## src/rtl/avr_dmem_bank_ctrl_if.sv

```systemverilog
// Data-memory bus bundle between the AVR core data port and the bank controller.
//   core side : cp2en, ramadr, ramre, ramwe, dbusout -> controller; dbusin, rd_valid, cpuwait <- controller
//   bank side : bank_cen, bank_wen, bank_a, bank_d <- controller; bank_q -> controller
//   optional  : err_clr, err_flag, err_addr, err_cnt when DMEM_ERR_LOG_EN is defined
// slave modport is taken by the controller, master by the core/bench side.
interface avr_dmem_bank_ctrl_if #(
  parameter int unsigned BANK_AW   = 11,
  parameter int unsigned NUM_BANKS = 2
);
  logic                     cp2en;
  logic [15:0]              ramadr;
  logic                     ramre;
  logic                     ramwe;
  logic [7:0]               dbusout;
  logic [7:0]               dbusin;
  logic                     rd_valid;
  logic                     cpuwait;
  logic [NUM_BANKS-1:0]     bank_cen;
  logic                     bank_wen;
  logic [BANK_AW-1:0]       bank_a;
  logic [7:0]               bank_d;
  logic [8*NUM_BANKS-1:0]   bank_q;
`ifdef DMEM_ERR_LOG_EN
  logic                     err_clr;
  logic                     err_flag;
  logic [15:0]              err_addr;
  logic [7:0]               err_cnt;
`endif

  modport slave (
    input  cp2en, ramadr, ramre, ramwe, dbusout, bank_q,
    output dbusin, rd_valid, cpuwait, bank_cen, bank_wen, bank_a, bank_d
`ifdef DMEM_ERR_LOG_EN
    , input err_clr
    , output err_flag, err_addr, err_cnt
`endif
  );

  modport master (
    output cp2en, ramadr, ramre, ramwe, dbusout, bank_q,
    input  dbusin, rd_valid, cpuwait, bank_cen, bank_wen, bank_a, bank_d
`ifdef DMEM_ERR_LOG_EN
    , output err_clr
    , input err_flag, err_addr, err_cnt
`endif
  );
endinterface

```

## src/rtl/avr_dmem_bank_ctrl.sv

```systemverilog
// AVR data-memory controller: decodes the SRAM window at RAM_BASE, picks one of
// NUM_BANKS single-port SRAM macros, rebases the address and sequences each
// access (IDLE -> ACCESS [-> WAIT -> DONE]), stalling the core on reads.
// Ports:
//   cp2     : clock (banks share the rising edge)
//   ireset  : asynchronous reset, active-high
//   bus     : avr_dmem_bank_ctrl_if.slave (core data bus + shared bank bus)
// Optional feature macro: DMEM_ERR_LOG_EN adds a sticky out-of-range error log
// (err_flag/err_addr/err_cnt, cleared by err_clr).
module avr_dmem_bank_ctrl #(
  parameter int unsigned RAM_BASE    = 256,
  parameter int unsigned BANK_AW     = 11,
  parameter int unsigned NUM_BANKS   = 2,
  parameter int unsigned WAIT_STATES = 1
) (
  input logic                 cp2,
  input logic                 ireset,
  avr_dmem_bank_ctrl_if.slave bus
);

  localparam int unsigned BANK_SEL_W = (NUM_BANKS > 1) ? $clog2(NUM_BANKS) : 1;
  localparam int unsigned RAM_END    = RAM_BASE + NUM_BANKS * (2 ** BANK_AW);
  localparam int unsigned CNT_W      = 3;

  // Elaboration-time parameter checks.
  if (WAIT_STATES == 0 || WAIT_STATES > 7) begin : g_bad_wait_states
    $error("avr_dmem_bank_ctrl: WAIT_STATES must be in 1..7");
  end
  if (NUM_BANKS == 0 || NUM_BANKS > 8) begin : g_bad_num_banks
    $error("avr_dmem_bank_ctrl: NUM_BANKS must be in 1..8");
  end

  typedef enum logic [1:0] {
    S_IDLE   = 2'd0,
    S_ACCESS = 2'd1,
    S_WAIT   = 2'd2,
    S_DONE   = 2'd3
  } state_e;

  state_e                 state_q,    state_d;
  logic [BANK_SEL_W-1:0]  bank_sel_q, bank_sel_d;
  logic                   we_q,       we_d;
  logic [CNT_W-1:0]       cnt_q,      cnt_d;
  logic [NUM_BANKS-1:0]   bank_cen_q, bank_cen_d;
  logic                   bank_wen_q, bank_wen_d;
  logic [BANK_AW-1:0]     bank_a_q,   bank_a_d;
  logic [7:0]             bank_d_q,   bank_d_d;
  logic [7:0]             dbusin_q,   dbusin_d;
  logic                   rd_valid_q, rd_valid_d;
  logic                   cpuwait_c;

  // Address decode; 17-bit compare so the window end cannot wrap past 16'hFFFF.
  logic [16:0]            adr_ext;
  logic                   in_range_c;
  logic [15:0]            off_c;
  logic [BANK_SEL_W-1:0]  bank_c;
  logic [BANK_AW-1:0]     addr_c;
  logic                   req_c;
  logic [7:0]             rd_sel_c;

  assign adr_ext    = {1'b0, bus.ramadr};
  assign in_range_c = (adr_ext >= 17'(RAM_BASE)) && (adr_ext < 17'(RAM_END));
  assign off_c      = bus.ramadr - 16'(RAM_BASE);
  assign bank_c     = BANK_SEL_W'(off_c >> BANK_AW);
  assign addr_c     = BANK_AW'(off_c);
  assign req_c      = bus.cp2en & (bus.ramre | bus.ramwe) & in_range_c;

  // Read-data mux for the bank latched at accept time.
  always_comb begin
    rd_sel_c = '0;
    for (int i = 0; i < int'(NUM_BANKS); i++) begin
      if (bank_sel_q == BANK_SEL_W'(i)) rd_sel_c = bus.bank_q[8*i +: 8];
    end
  end

  // Next-state and output computation.
  always_comb begin
    state_d    = state_q;
    bank_sel_d = bank_sel_q;
    we_d       = we_q;
    cnt_d      = cnt_q;
    bank_cen_d = '1;
    bank_wen_d = 1'b1;
    bank_a_d   = bank_a_q;
    bank_d_d   = bank_d_q;
    dbusin_d   = dbusin_q;
    rd_valid_d = 1'b0;
    cpuwait_c  = 1'b0;

    unique case (state_q)
      S_IDLE: begin
        if (req_c) begin
          state_d    = S_ACCESS;
          bank_sel_d = bank_c;
          we_d       = bus.ramwe;
          bank_a_d   = addr_c;
          bank_d_d   = bus.dbusout;
          bank_wen_d = ~bus.ramwe;
          for (int i = 0; i < int'(NUM_BANKS); i++) begin
            if (bank_c == BANK_SEL_W'(i)) bank_cen_d[i] = 1'b0;
          end
          // Writes complete without a stall; reads hold the core from this cycle.
          cpuwait_c  = ~bus.ramwe;
        end
      end
      S_ACCESS: begin
        if (we_q) begin
          state_d   = S_IDLE;
          // A request arriving while the write is still on the bank must wait a cycle.
          cpuwait_c = req_c;
        end else begin
          state_d   = S_WAIT;
          cnt_d     = CNT_W'(WAIT_STATES);
          cpuwait_c = 1'b1;
        end
      end
      S_WAIT: begin
        cpuwait_c = 1'b1;
        if (cnt_q == CNT_W'(1)) begin
          state_d    = S_DONE;
          dbusin_d   = rd_sel_c;
          rd_valid_d = 1'b1;
        end else begin
          cnt_d = cnt_q - CNT_W'(1);
        end
      end
      S_DONE: begin
        // ramre still belongs to the completed read, so nothing is accepted here.
        state_d = S_IDLE;
      end
      default: state_d = S_IDLE;
    endcase
  end

  always_ff @(posedge cp2 or posedge ireset) begin
    if (ireset) begin
      state_q    <= S_IDLE;
      bank_sel_q <= '0;
      we_q       <= 1'b0;
      cnt_q      <= '0;
      bank_cen_q <= '1;
      bank_wen_q <= 1'b1;
      bank_a_q   <= '0;
      bank_d_q   <= '0;
      dbusin_q   <= '0;
      rd_valid_q <= 1'b0;
    end else begin
      state_q    <= state_d;
      bank_sel_q <= bank_sel_d;
      we_q       <= we_d;
      cnt_q      <= cnt_d;
      bank_cen_q <= bank_cen_d;
      bank_wen_q <= bank_wen_d;
      bank_a_q   <= bank_a_d;
      bank_d_q   <= bank_d_d;
      dbusin_q   <= dbusin_d;
      rd_valid_q <= rd_valid_d;
    end
  end

  // The stall is combinational from state; reset forces it low immediately.
  assign bus.cpuwait  = cpuwait_c & ~ireset;
  assign bus.dbusin   = dbusin_q;
  assign bus.rd_valid = rd_valid_q;
  assign bus.bank_cen = bank_cen_q;
  assign bus.bank_wen = bank_wen_q;
  assign bus.bank_a   = bank_a_q;
  assign bus.bank_d   = bank_d_q;

`ifdef DMEM_ERR_LOG_EN
  // Sticky log of accesses above the window (below RAM_BASE is I/O space, not an error).
  logic        err_flag_q, err_flag_d;
  logic [15:0] err_addr_q, err_addr_d;
  logic [7:0]  err_cnt_q,  err_cnt_d;
  logic        fault_c;

  assign fault_c = bus.cp2en & (bus.ramre | bus.ramwe) & ~in_range_c &
                   (adr_ext >= 17'(RAM_BASE));

  always_comb begin
    err_flag_d = err_flag_q;
    err_addr_d = err_addr_q;
    err_cnt_d  = err_cnt_q;
    if (bus.err_clr) begin
      err_flag_d = 1'b0;
      err_addr_d = '0;
      err_cnt_d  = '0;
    end else if (fault_c) begin
      err_flag_d = 1'b1;
      if (!err_flag_q) err_addr_d = bus.ramadr;
      if (err_cnt_q != 8'hFF) err_cnt_d = err_cnt_q + 8'd1;
    end
  end

  always_ff @(posedge cp2 or posedge ireset) begin
    if (ireset) begin
      err_flag_q <= 1'b0;
      err_addr_q <= '0;
      err_cnt_q  <= '0;
    end else begin
      err_flag_q <= err_flag_d;
      err_addr_q <= err_addr_d;
      err_cnt_q  <= err_cnt_d;
    end
  end

  assign bus.err_flag = err_flag_q;
  assign bus.err_addr = err_addr_q;
  assign bus.err_cnt  = err_cnt_q;
`else
  // Out-of-range accesses are silently dropped.
`endif

endmodule

```

## src/flat_wrapper.sv

```systemverilog
// flat-port wrapper written by rule: the top's interface ports become plain ports
module avr_dmem_bank_ctrl_flat 
#(
  parameter int unsigned RAM_BASE    = 256,
  parameter int unsigned BANK_AW     = 11,
  parameter int unsigned NUM_BANKS   = 2,
  parameter int unsigned WAIT_STATES = 1
)
  (cp2, ireset, bus_cp2en, bus_ramadr, bus_ramre, bus_ramwe, bus_dbusout, bus_bank_q, bus_dbusin, bus_rd_valid, bus_cpuwait, bus_bank_cen, bus_bank_wen, bus_bank_a, bus_bank_d);
  avr_dmem_bank_ctrl_if #(.BANK_AW(BANK_AW), .NUM_BANKS(NUM_BANKS)) bus_i ();
  input logic cp2;
  input logic ireset;
  input wire logic [$bits(bus_i.cp2en)-1:0] bus_cp2en;
  input wire logic [$bits(bus_i.ramadr)-1:0] bus_ramadr;
  input wire logic [$bits(bus_i.ramre)-1:0] bus_ramre;
  input wire logic [$bits(bus_i.ramwe)-1:0] bus_ramwe;
  input wire logic [$bits(bus_i.dbusout)-1:0] bus_dbusout;
  input wire logic [$bits(bus_i.bank_q)-1:0] bus_bank_q;
  output wire logic [$bits(bus_i.dbusin)-1:0] bus_dbusin;
  output wire logic [$bits(bus_i.rd_valid)-1:0] bus_rd_valid;
  output wire logic [$bits(bus_i.cpuwait)-1:0] bus_cpuwait;
  output wire logic [$bits(bus_i.bank_cen)-1:0] bus_bank_cen;
  output wire logic [$bits(bus_i.bank_wen)-1:0] bus_bank_wen;
  output wire logic [$bits(bus_i.bank_a)-1:0] bus_bank_a;
  output wire logic [$bits(bus_i.bank_d)-1:0] bus_bank_d;
  assign bus_i.cp2en = bus_cp2en;
  assign bus_i.ramadr = bus_ramadr;
  assign bus_i.ramre = bus_ramre;
  assign bus_i.ramwe = bus_ramwe;
  assign bus_i.dbusout = bus_dbusout;
  assign bus_i.bank_q = bus_bank_q;
  assign bus_dbusin = bus_i.dbusin;
  assign bus_rd_valid = bus_i.rd_valid;
  assign bus_cpuwait = bus_i.cpuwait;
  assign bus_bank_cen = bus_i.bank_cen;
  assign bus_bank_wen = bus_i.bank_wen;
  assign bus_bank_a = bus_i.bank_a;
  assign bus_bank_d = bus_i.bank_d;
  avr_dmem_bank_ctrl #(.RAM_BASE(RAM_BASE), .BANK_AW(BANK_AW), .NUM_BANKS(NUM_BANKS), .WAIT_STATES(WAIT_STATES)) u_core (.cp2(cp2), .ireset(ireset), .bus(bus_i));
endmodule
```

## config.mk

```make
export PLATFORM = sky130hd
export DESIGN_NAME = avr_dmem_bank_ctrl_flat
export DESIGN_NICKNAME = d
export VERILOG_FILES = /design/src/rtl/avr_dmem_bank_ctrl_if.sv /design/src/rtl/avr_dmem_bank_ctrl.sv /design/src/flat_wrapper.sv
export SDC_FILE = /design/constraint.sdc
export NUM_CORES = 1
export LEC_CHECK = 0
export ABC_AREA = 1
export CORE_MARGIN = 2
export CORE_UTILIZATION = 38
export CTS_CLUSTER_SIZE = 20
export DETAILED_ROUTE_END_ITERATION = 7
export PLACE_DENSITY = 0.76
export SKIP_CTS_REPAIR_TIMING = 1
export SLEW_MARGIN = 15
export SYNTH_ARGS = -nofsm -noshare
export SYNTH_HDL_FRONTEND = slang
export SYNTH_SLANG_ARGS = --single-unit
export TNS_END_PERCENT = 10
```

## constraint.sdc

```tcl
create_clock -name cp2 -period 2.1 [get_ports cp2]
set_clock_uncertainty 0.05 [all_clocks]
set_input_delay 0.63 -clock cp2 [delete_from_list [all_inputs] [get_ports cp2]]
set_output_delay 0.63 -clock cp2 [all_outputs]
set_load 0.01 [all_outputs]
```

==> results of run 1 <==
where the power goes:
group | switching [µW] | leakage, µW | internal (µW) | total [µW]
logic | 646 | 0.000941 | 803 | 1450
clock network | 257 | 0.0000579 | 349 | 607
registers | 174 | 0.000470 | 1020 | 1190
sequential cells by signal, summed over array words and instances, names as in the netlist, named ones only:
name / cells
u_core.bus.dbusin: 8
u_core.we_q: 1
u_core.bus.bank_cen: 2
u_core.bus.bank_a: 11
u_core.bus.bank_wen: 1
u_core.cnt_q: 3
u_core.bus.rd_valid: 1
u_core.bank_sel_q: 1
u_core.bus.bank_d: 8
u_core.state_q: 1
cell usage after synthesis, types with 2 or more instances:
| cell | n | area share |
|---|---|---|
| sky130_fd_sc_hd__a21oi_1 | 2 | 0.0055 |
| sky130_fd_sc_hd__buf_2 | 3 | 0.0083 |
| sky130_fd_sc_hd__dfrtp_1 | 35 | 0.48 |
| sky130_fd_sc_hd__dfstp_2 | 3 | 0.043 |
| sky130_fd_sc_hd__ha_1 | 8 | 0.055 |
| sky130_fd_sc_hd__inv_1 | 14 | 0.029 |
| sky130_fd_sc_hd__nand2_1 | 70 | 0.14 |
| sky130_fd_sc_hd__nand3_1 | 4 | 0.011 |
| sky130_fd_sc_hd__nor2_1 | 33 | 0.068 |
| sky130_fd_sc_hd__o21a_1 | 8 | 0.033 |
| sky130_fd_sc_hd__o21ai_0 | 11 | 0.030 |
| sky130_fd_sc_hd__o21ai_1 | 3 | 0.0083 |
| sky130_fd_sc_hd__o22ai_1 | 2 | 0.0069 |
| sky130_fd_sc_hd__or2_2 | 2 | 0.0069 |
| sky130_fd_sc_hd__xnor2_1 | 2 | 0.0097 |
through the flow:
stage | hold WS (ns) | worst slack [ns]
floorplan | 0.421 | -0.0299
global placement | 0.411 | -1.16
detailed placement | 0.419 | -1.18
CTS | 0.436 | -1.19
global route | 0.462 | -0.327
finish | 0.436 | -0.231
worst paths after layout:
path                                 startpoint                endpoint  slack [ns]  depth (start not counted)
max in group asynchronous                ireset  u_core.bus.bank_cen[0]        1.09                          3
hold / removal             u_core.bus.bank_d[0]    u_core.bus.bank_d[0]        0.44                          2
hold reg to reg            u_core.bus.bank_d[0]    u_core.bus.bank_d[0]        0.44                          2
setup reg to reg              u_core.state_q[0]         u_core.cnt_q[0]        0.26                         10
setup / recovery                  bus_ramadr[8]             bus_cpuwait       -0.23                         11
min in group asynchronous                ireset    u_core.bus.bank_a[9]        0.66                          3
layout by cell type, fill, tap and decap left out:
| master | synthesis | final |
|---|---|---|
| sky130_fd_sc_hd__clkinv_2 | 0 | 2 |
| sky130_fd_sc_hd__nor2_4 | 0 | 2 |
| sky130_fd_sc_hd__nor2_1 | 33 | 28 |
| sky130_fd_sc_hd__xor2_1 | 1 | 1 |
| sky130_fd_sc_hd__o21ai_1 | 3 | 3 |
| sky130_fd_sc_hd__dfrtp_1 | 35 | 35 |
| sky130_fd_sc_hd__nand4_1 | 1 | 1 |
| sky130_fd_sc_hd__and2_1 | 0 | 1 |
| sky130_fd_sc_hd__bufinv_16 | 0 | 1 |
| sky130_fd_sc_hd__ha_4 | 0 | 2 |
| sky130_fd_sc_hd__nor2_2 | 1 | 4 |
| sky130_fd_sc_hd__o22ai_1 | 2 | 2 |
| sky130_fd_sc_hd__inv_2 | 0 | 1 |
| sky130_fd_sc_hd__nand2_1 | 70 | 68 |
| sky130_fd_sc_hd__nand3_1 | 4 | 2 |
| sky130_fd_sc_hd__inv_12 | 0 | 1 |
| sky130_fd_sc_hd__nand2_2 | 1 | 3 |
| sky130_fd_sc_hd__a21oi_1 | 2 | 2 |
| sky130_fd_sc_hd__nor3_1 | 1 | 1 |
| sky130_fd_sc_hd__clkbuf_2 | 0 | 4 |
| sky130_fd_sc_hd__dlymetal6s2s_1 | 0 | 13 |
| sky130_fd_sc_hd__xnor2_1 | 2 | 2 |
| sky130_fd_sc_hd__o21a_1 | 8 | 8 |
| sky130_fd_sc_hd__inv_1 | 14 | 12 |
| sky130_fd_sc_hd__o21ai_0 | 11 | 11 |
| sky130_fd_sc_hd__buf_12 | 0 | 2 |
| sky130_fd_sc_hd__ha_1 | 8 | 6 |
| sky130_fd_sc_hd__nand3_4 | 1 | 1 |
| sky130_fd_sc_hd__clkbuf_8 | 0 | 5 |
| sky130_fd_sc_hd__a21oi_4 | 1 | 1 |
| sky130_fd_sc_hd__clkdlybuf4s50_1 | 0 | 56 |
| sky130_fd_sc_hd__clkinv_1 | 1 | 1 |
| sky130_fd_sc_hd__or2_2 | 2 | 2 |
| sky130_fd_sc_hd__buf_4 | 1 | 18 |
| sky130_fd_sc_hd__dfstp_2 | 3 | 3 |
| sky130_fd_sc_hd__buf_2 | 3 | 1 |
| sky130_fd_sc_hd__nand3_2 | 0 | 2 |
| sky130_fd_sc_hd__inv_4 | 1 | 1 |
cells by family after synthesis:
kind of cell             count (synthesis)
AND/OR/NAND/NOR                        115
flip-flops                              38
AO/OA/AOI/OAI                           27
buffers and inverters                   21
adder cells (fa/ha/maj)                  8
XOR/XNOR                                 3
routing by layer:
layer,up-vias,part of all wire
li1,854,-
met1,782,0.44
met2,47,0.48
met3,5,0.061
met4,0,0.013
met5,-,0
worst reg2reg max path: cells and delay by family (launching register included):
kind / cells / cell delay, ns
compound gates: 2 / 0.21
fa+ha+maj: 1 / 0.20
simple gates: 2 / 0.25
buf+inv: 5 / 0.62
flops: 1 / 0.41
cell type report:
class                           instances  share of cell area
Clock buffer                            5              0.0233
Sequential cell                        38               0.323
Multi-Input combinational cell        153               0.279
Timing Repair Buffer                   94               0.313
Clock inverter                          3              0.0136
Inverter                               16              0.0254
Tap cell                               54              0.0229
==> results.md, run 1 <==
- Of all flip-flops after synthesis, the portion carrying an async set or reset was 1.00.
- The pre-antenna-repair detailed-routing pass consisted of 4 iterations.
- In the final timing run, aggregate negative setup slack is -0.231 ns.
- Total power for the finished layout comes to 3240 µW.
- After technology mapping, the gate count stands at 212.
- The final worst-path setup slack is -0.231 ns.
- The critical path goes through buf_4 > inv_2 > ha_4 > nand2_2 > nor2_1 > nand2_2 > nand3_2 > nand2_1 > nor2_2 > nor2_2 > buf_2.
- The met1 usage in global routing is 0.205.
- The gate family responsible for the most delay along the worst path is simple AND/OR/NAND/NOR gates.
- The run finished, with violations left.
- The number of enable flip-flop cells after synthesis is 0.
- TritonCTS built the clock tree.
- Along the worst path, the maximum fanout reaches 3.
- For this run, global-route usage on met2 was measured as 0.282.
- The maximum clock rate is 429 MHz.
- By area, the combinational part of the netlist is dominated by simple AND/OR/NAND/NOR gates.
- A synthesized cell averages 8.55 µm².
- The fraction of final layout cells with drive strength greater than 1 is 0.181.
- The count of cells in the finished layout, fillers not included, comes to 363.
- The floorplan die height is 73.1 µm.
- Summing all flip-flop and latch instances after layout gives 955 µm².
- The number of I/O pins is 77.
- Including well taps, the total number of placed cells is 354.
- The initial antenna violation count is 0.
- For this block, the initial DRC count from the detailed router was 66.
- The total number of vias is 1688.
- The slowest stage of the critical path is the sky130_fd_sc_hd__buf_4 cell.
- The critical path data required time is 1.42 ns.
- The total area inside the core boundary comes to 4660 µm².
- The transition time at the pin with the least slew margin is 0.303 ns.
- The share of the Yosys chip area taken by registers is 0.527.
- The final setup violation count is 1.
- The tool flagged a number of max-cap violations equal to 0.
- Counting every sink on the clock net gives 38.
- The library cell used as clock root buffer is sky130_fd_sc_hd__clkbuf_8.
- Clock latency on the worst-skew pair, taken at its later pin, is 0.28 ns.
- Dividing total power by cell area gives a power density of 1100 nW/µm².
- The placer congestion estimate is 0.739.
- The total count of max-transition violations in the final report is 0.
- The number of global-route vias before repair was 1645.
- The type of element launching the critical path is an input pin.
- In this design, the stage delay of the slowest critical-path cell is 0.13 ns.
- Summed over all cells, the static leakage comes to 0.00147 µW.
- Of the available clock period, the critical path in the final layout requires 1.11.
- The clock tree synthesis step divided the H-tree into 2 levels.
- The share of synthesized cell area in and, or, nand and nor gates is 0.257.
- The summed instance area of the synthesized netlist is 1810 µm².
- The number of failing hold endpoints at the final stage is 0.
- The smallest clock period supported by the final layout is computed as 2.33 ns.
- The cell area reported after detailed placement is 2790 µm².
- The xor/xnor cell area share of the yosys netlist is 0.0145.
- Together, buffers and inverters on the worst path number 3.
- Setup repair after global routing could not meet its margin everywhere.
- The post-route DRC violation count is 0.
- The die is 73.1 µm wide.
- The area growth from synthesis to layout is 62.9%.
- At the end of the flow the core is filled with cells to 0.634.
- The Yosys step of the flow raised 0 warnings.
- The adder-cell share of the synthesized area is 0.0552.
- The number of inserted filler cells in the final layout is 422.
- The number of antenna repair diodes is 0.
- Of the post-synthesis cell area, the part taken by muxes is 0.
- The flip-flop and latch count after synthesis is 38.
- The checks that failed: setup timing.
- For this run, the total global-route usage over all layers was measured as 0.167.
- The path class of the lowest-slack min-delay path is reg2reg.
- The worst max-slew margin expressed relative to the limit is 0.798.
- The wire-length estimate of the detail-placed layout is 3180 µm.
- When the netlist entered floorplanning its net count stood at 265.
- Entering global routing, the biggest net connects 39 pins.
- After synthesis, the netlist uses 27 different library cells.
- The finished cells cover 2950 µm².
- After detailed routing, the number of vias per cell comes to 4.65.
- The die covers 5340 µm².
- Dividing the detail-routed wire length by the instance count gives 11.8 µm.
- The first global-routing pass estimated 6930 µm of wire.
- The clock-pin slew reported for the worst setup and hold paths after clock tree synthesis is 0.07 ns.
- The most heavily used metal layer in global routing is met2.
- Global routing finished with a remaining overflow of 0.
- Data on the critical path arrives at its endpoint at 1.65 ns.
- The compound-cell area share of the yosys netlist is 0.0932.
- Buffers placed on the I/O ports in this run total 76.
- The nature of the critical path endpoint is an output pin.
- The worst setup path is of the in2out kind.
- At the end of the flow, the number of nets in the layout was 361.
- The peak ir drop on the vdd network is 0.000609 V.
- The longest clock path from root to sink contains 2 buffers.
- The initialized floorplan defines 25 standard-cell rows.
- For this run, global-route usage on met3 was measured as 0.0414.
- In the final layout, the multi-input gates occupy 825 µm².
- The total routed wirelength is 4270 µm.
- The clock buffer count from CTS is 5.
- The initial core utilization is 0.389.
- Once detail routing completed, the nets flagged for antenna violations numbered 0.
- In the synthesized netlist the dominant register cell turns out to be sky130_fd_sc_hd__dfrtp_1.
Note: power is estimated with default switching activity, not from simulation.
==> run 2, diff against run 1 <==
--- a/config.mk
+++ b/config.mk
@@ -12,7 +12,6 @@
 export DETAILED_ROUTE_END_ITERATION = 7
 export PLACE_DENSITY = 0.76
 export SKIP_CTS_REPAIR_TIMING = 1
-export SLEW_MARGIN = 15
 export SYNTH_ARGS = -nofsm -noshare
 export SYNTH_HDL_FRONTEND = slang
 export SYNTH_SLANG_ARGS = --single-unit
==> results of run 2 <==
Final layout, timing and power as in run 1 (identical DEF).
